--- config.mk ---
export PLATFORM = sky130hd
export DESIGN_NAME = demux_stream
export DESIGN_NICKNAME = d
export VERILOG_FILES = /design/src/rtl/demux_stream.sv
export SDC_FILE = /design/constraint.sdc
export NUM_CORES = 1
export LEC_CHECK = 0
export CORE_ASPECT_RATIO = 0.75
export CORE_MARGIN = 1.5
export CORE_UTILIZATION = 35
export CTS_CLUSTER_DIAMETER = 80
export CTS_CLUSTER_SIZE = 10
export DETAILED_ROUTE_END_ITERATION = 6
export GPL_TIMING_DRIVEN = 0
export RECOVER_POWER = 50
export SLEW_MARGIN = 20
export SYNTH_ARGS = -nofsm -noshare
export SYNTH_HDL_FRONTEND = slang
export SYNTH_SLANG_ARGS = --single-unit
export TNS_END_PERCENT = 50
--- constraint.sdc ---
create_clock -name clk -period 6.95 [get_ports clk]
set_input_delay 1.0425 -clock clk [delete_from_list [all_inputs] [get_ports clk]]
set_output_delay 1.0425 -clock clk [all_outputs]
set_load 0.01 [all_outputs]
--- src/rtl/demux_stream.sv ---
// Stream demultiplexer: routes each input word to one of N_CH independent
// circular buffers selected by in_sel; out-of-range words are dropped and counted.
module demux_stream #(
    parameter int unsigned DATA_W = 8,
    parameter int unsigned N_CH   = 4,
    parameter int unsigned SEL_W  = 2,
    parameter int unsigned DEPTH  = 2
) (
    input  logic                     clk,
    input  logic                     rst,
    input  logic [DATA_W-1:0]        in_data,
    input  logic [SEL_W-1:0]         in_sel,
    input  logic                     in_valid,
    output logic                     in_ready,
    output logic [N_CH*DATA_W-1:0]   out_data,
    output logic [N_CH-1:0]          out_valid,
    input  logic [N_CH-1:0]          out_ready,
    output logic                     sel_err,
    output logic [7:0]               drop_cnt
);

    localparam int unsigned PTR_W    = (DEPTH > 1) ? $clog2(DEPTH) : 1;
    localparam int unsigned CNT_W    = $clog2(DEPTH + 1);
    localparam logic [7:0]  DROP_MAX = 8'hFF;

    logic [DATA_W-1:0] mem    [N_CH][DEPTH];
    logic [PTR_W-1:0]  wr_ptr [N_CH];
    logic [PTR_W-1:0]  rd_ptr [N_CH];
    logic [CNT_W-1:0]  count  [N_CH];

    logic [N_CH-1:0] hit;
    logic [N_CH-1:0] push;
    logic [N_CH-1:0] pop;
    logic            out_of_range;

    function automatic logic [PTR_W-1:0] next_ptr(input logic [PTR_W-1:0] p);
        return (p == PTR_W'(DEPTH - 1)) ? '0 : p + PTR_W'(1);
    endfunction

    // Select decode and handshake; in_ready looks only at the addressed channel's count.
    always_comb begin
        hit          = '0;
        push         = '0;
        pop          = '0;
        in_ready     = 1'b1;
        for (int i = 0; i < N_CH; i++) begin
            hit[i]  = (in_sel == SEL_W'(i));
            if (hit[i]) begin
                in_ready = (count[i] != CNT_W'(DEPTH));
            end
            push[i] = in_valid & hit[i] & (count[i] != CNT_W'(DEPTH));
            pop[i]  = out_ready[i] & (count[i] != '0);
        end
        out_of_range = ~|hit;
    end

    // Channel heads are read straight from buffer storage.
    always_comb begin
        out_data  = '0;
        out_valid = '0;
        for (int i = 0; i < N_CH; i++) begin
            out_valid[i]                     = (count[i] != '0);
            out_data[i*DATA_W +: DATA_W]     = mem[i][rd_ptr[i]];
        end
    end

    always_ff @(posedge clk or posedge rst) begin
        if (rst) begin
            for (int i = 0; i < N_CH; i++) begin
                wr_ptr[i] <= '0;
                rd_ptr[i] <= '0;
                count[i]  <= '0;
                for (int j = 0; j < DEPTH; j++) begin
                    mem[i][j] <= '0;
                end
            end
            sel_err  <= 1'b0;
            drop_cnt <= '0;
        end else begin
            for (int i = 0; i < N_CH; i++) begin
                if (push[i]) begin
                    mem[i][wr_ptr[i]] <= in_data;
                    wr_ptr[i]         <= next_ptr(wr_ptr[i]);
                end
                if (pop[i]) begin
                    rd_ptr[i] <= next_ptr(rd_ptr[i]);
                end
                if (push[i] && !pop[i]) begin
                    count[i] <= count[i] + CNT_W'(1);
                end else if (pop[i] && !push[i]) begin
                    count[i] <= count[i] - CNT_W'(1);
                end
            end
            // Out-of-range words are always accepted, then discarded.
            sel_err <= in_valid & out_of_range;
            if (in_valid && out_of_range && drop_cnt != DROP_MAX) begin
                drop_cnt <= drop_cnt + 8'd1;
            end
        end
    end

endmodule

Word-level counts from Yosys, hierarchy flattened --
Cells that the tools add are included.
Operators by class: add/subtract/negate cells 17, $lt $le $gt $ge 12, equal/unequal tests 8, multiplexer cells 44, bitwise logic cells 21, reduce and logical (&&, ||, !) cells 33
Operators by type and width (number):
- two-way mux 8 bit | 16
- bitwise mux 16 bit | 4
- demux 8 bit (select 1 bit) | 4
- >= comparator 2 bit (second input constant) | 8
- two-way mux 2 bit | 8
- inverter 1 -> 2 bit | 8
- nonzero test 2 bit | 8
- logical AND 1 bit | 14
- AND 1 bit | 13
- two-way mux 1 bit | 12
- logical NOT 1 bit | 9
- adder 1 bit (second input constant) | 8
- adder 2 x 1 -> 2 bit (second input constant) | 4
- adder 8 x 1 -> 8 bit (second input constant) | 1
- < comparator 2 x 1 -> 1 bit (second input constant) | 4
- inequality test 2 bit (second input constant) | 4
- inequality test 8 bit (second input constant) | 1
- subtractor 2 x 1 -> 2 bit (second input constant) | 4
- equality test 2 bit (second input constant) | 2
- OR reduction 4 bit | 1
- equality test 2 x 1 -> 1 bit (second input constant) | 1
- logical NOT 2 bit | 1
Storage, ports and cells: register bits 89, bits of input ports 17, output and inout bits 46

Depth between registers and ports, before layout --
depth after elaboration 7, gate-level depth with buffers 6

Least setup slack after synthesis --
OpenSTA, ideal clock, no wires.
path type input port to output port, start input port in_sel[0], end output port in_ready, arrival time 1572 ps, slack 4336 ps, stages 3, buffers on the path 0, cell sequence and2b_2 > a22oi_1 > o211ai_1
Between the ends: cells in the longest elaborated chain, start to end 5
RTL lines:
- start: declaration | RTL line 12 | input logic [SEL_W-1:0] in_sel,
- logical NOT 2 bit | RTL line 47 | hit[i] = (in_sel == SEL_W'(i));
- two-way mux 1 bit (3 in series) | RTL line 48 | if (hit[i]) begin
- two-way mux 1 bit * | RTL line 48
- end: declaration | RTL line 14 | output logic in_ready,
Mark *: on every way between the ends. The rest lies on a longest branch, timed or not.

==> qor.csv <==
stage;metric;value;unit
critical_path;crit path max fanout;48;
yosys;mux contribution to synthesized area;0.279;
critical_path;crit end category;asynchronous set/reset pin;
routing;ANT nets after route;0;
routing;Routed WL;7.97;mm
clock_network;hold_buf cts;0;
yosys;Adder-Cell Fraction of Synth Area;0.0129;
floorplanning;Die Ht;94.1;um
layout;filler cell count;1009;
power_and_ir_drop;combinational power share;0.424;
power_and_ir_drop;leakage power;0.00215;uW
timing;max-slew violation count;92;
clock_network;post_cts resized;0;
critical_path;crit start category;input pin;
critical_path;crit path from;rst;
yosys;main combinational cell family by area after synthesis;multiplexers;
clock_network;clock buffer count from CTS;9;
yosys;Ys Warns;0;
clock_network;Clk pin slew, worst setup/hold paths;60;ps
worst_hold_path;worst hold start;drop_cnt[4];
routing;DR pass1 iterations;4;
yosys;#FFs+latches synth;89;
worst_hold_path;Hold Path Class;flip-flop to flip-flop;
layout;most frequent cells in the layout;mux2_2 (96), dfrtp_1 (89), clkdlybuf4s50_1 (51);
timing;Worst Max-Slew Pin Slew;2260;ps
timing;RSZ-0062 raised after global routing;no;
yosys;syn_nets;284;
clock_network;CTS tree;yes;
power_and_ir_drop;Sw Pwr;694;uW
layout;commonest non-fill, non-tap cell in the layout;mux2_2;
power_and_ir_drop;PwrDens;473;mW/mm2
global_route;global-route wire length before repair;13.2;mm
layout;Antenna Diode Count;0;
global_route;vias in the first global route;2533;
timing;Slew headroom;-0.504;
yosys;Synth Area in Compound Gates;0.00388;
layout;share of cells above drive strength 1;0.365;
clock_network;CTS root buf;clkbuf_16;
timing;Setup-failing EPs final;0;
routing;DRC;0;
timing;max frequency;221;MHz
yosys;Main synth FF type;dfrtp_1;
yosys;post-synth top area share;0.575;
routing;routed vias;2299;
floorplanning;core area;0.0109;mm2
yosys;EDFF count, synth;0;
layout;Layout area overhead;28.2;%
global_route;Tot GR Track Use;0.150;
clock_network;CTS max path bufs;2;
yosys;area leader, netlist;dfrtp_1;
clock_network;Skew-Pair Late Insertion Delay;340;ps
global_route;largest net degree at the start of global routing;49;
layout;# nets final;358;
yosys;sequential fraction of the synthesis area;0.575;
timing;setup TNS;0;ps
yosys;Unique masters post-synth;25;
critical_path;crit path DAT;4500;ps
clock_network;Max H-tree Level;3;
yosys;Area contributors post-synth;dfrtp_1 (58%), mux2_2 (28%), xor2_1 (2.7%);
yosys;Post-Synth Simple-Gate Area;0.0643;
run_status;violated checks;max-capacitance violations, max-slew violations;
floorplanning;Initial Util;0.356;
critical_path;WS Path Type;input pin to asynchronous set/reset pin;
layout;Seq. cell area;0.00223;mm2
timing;Clock Skew;4.81;ps
timing;Final min period;4520;ps
routing;DR vias/cell;4.77;
global_route;initial antenna violation count;0;
layout;Multi-input gate area;0.00157;mm2
placed_design;Port Buffer Count;62;
timing;Tcrit/Tclk final;0.650;
global_route;remaining global-route overflow;0;
run;Max-Cap Viols;2;
yosys;cell count after synthesis;263;
power_and_ir_drop;VDD IR-drop max;0.000250;V
layout;Final Util;0.457;
placed_design;Final HPWL DP;5.33;mm
yosys;Mapped Avg Cell Area;14.7;um2
timing;Final Hold Viols;0;
run_status;status;finished with violations;
routing;Routed WL per cell;16.5;um
placed_design;routability cong.;0.689;
critical_path;Critical Path RT;6930;ps
power_and_ir_drop;part of the power in registers;0.375;
floorplanning;Rows;33;
floorplanning;DIE AREA;0.0117;mm2
clock_network;# clock sinks;89;
yosys;Netlist Area Pre-Place;0.00387;mm2
critical_path;worst r2r src;count[1];
power_and_ir_drop;Internal;1650;uW
yosys;post-synthesis xor/xnor area fraction;0.0453;
floorplanning;IO Pins;63;
floorplanning;Die Wd;124;um
power_and_ir_drop;Clock power frac;0.201;
clock_network;post-CTS setup buffer count;0;
yosys;fraction of registers with async set/reset;1.00;
power_and_ir_drop;switch share;0.296;
routing;1st-iter DRT viols;51;
==> layer usage <==
| metal | up-vias | part of all wire | global-route usage |
|---|---|---|---|
| met5 | - | 0 | 0 |
| met4 | 0 | 0.0089 | 0.0345 |
| li1 | 1057 | - | - |
| met3 | 6 | 0.043 | 0.0535 |
| met1 | 1185 | 0.50 | 0.200 |
| met2 | 51 | 0.45 | 0.234 |
==> cell families after synthesis <==
group           after synthesis
flops                        89
compound gates                2
mux                          96
fa+ha+maj                     4
xor+xnor                     20
other cells                   1
buf+inv                      17
simple gates                 34
==> registers in the layout (all words and copies together) (netlist names) <==
name,cells
mem,64
count,8
drop_cnt,8
rd_ptr,4
wr_ptr,4
sel_err,1
==> synth_stat cells, types with 2 or more instances <==
master	n
nand4b_2	2
and3_1	3
clkbuf_1	12
and2b_2	2
and4_1	3
dfrtp_1	89
ha_1	4
xor2_1	12
nand2b_1	3
xnor2_1	8
mux2_2	96
buf_2	4
nand2_1	6
nor2_1	5
or2_2	4
==> cell type report <==
type	count	share of cell area
plain buffers	16	0.0131
flip-flops and latches	89	0.449
clock inverters	2	0.00202
well taps	140	0.0353
inverters	1	0.00101
multi-input cells	157	0.316
clock buffers	14	0.0573
repair buffers	63	0.126
==> power groups by stage <==
stage | registers [uW] | clock network [uW] | logic [uW]
finish | 881 | 471 | 995
global route | 919 | 510 | 1080
detailed placement | 887 | 0 | 1000
floorplan | 850 | 0 | 606
global placement | 873 | 0 | 991
CTS | 881 | 484 | 1010
==> stage by stage <==
| stage | cell area [um2] | hold WS (ps) | worst slack [ps] | cells | power, uW |
|---|---|---|---|---|---|
| floorplan | 3870 | 447 | 3600 | 263 | 1460 |
| CTS | 4980 | 460 | 3200 | 482 | 2380 |
| detailed placement | 4690 | 446 | 3200 | 466 | 1890 |
| finish | 4960 | 453 | 2430 | 482 | 2350 |
| global route | 4960 | 487 | 1680 | 482 | 2500 |
| global placement | 4670 | 438 | 2200 | 465 | 1860 |
==> worst paths after layout <==
kind | to | slack [ps] | cells past startpoint
setup / recovery | mem[20] | 2430 | 3
hold / removal | drop_cnt[4] | 450 | 1
setup reg to reg | mem[14] | 5210 | 3
hold reg to reg | drop_cnt[4] | 450 | 1
max in group clk | in_ready | 3190 | 5
min in group asynchronous | count[3] | 1700 | 2
==> worst max-delay path, cell delays in order <==
cell and delay (ps):
dlygate4sd3_1 540, clkinvlp_2 1190, clkbuf_1 1690
(Power assumes the default switching activity.)
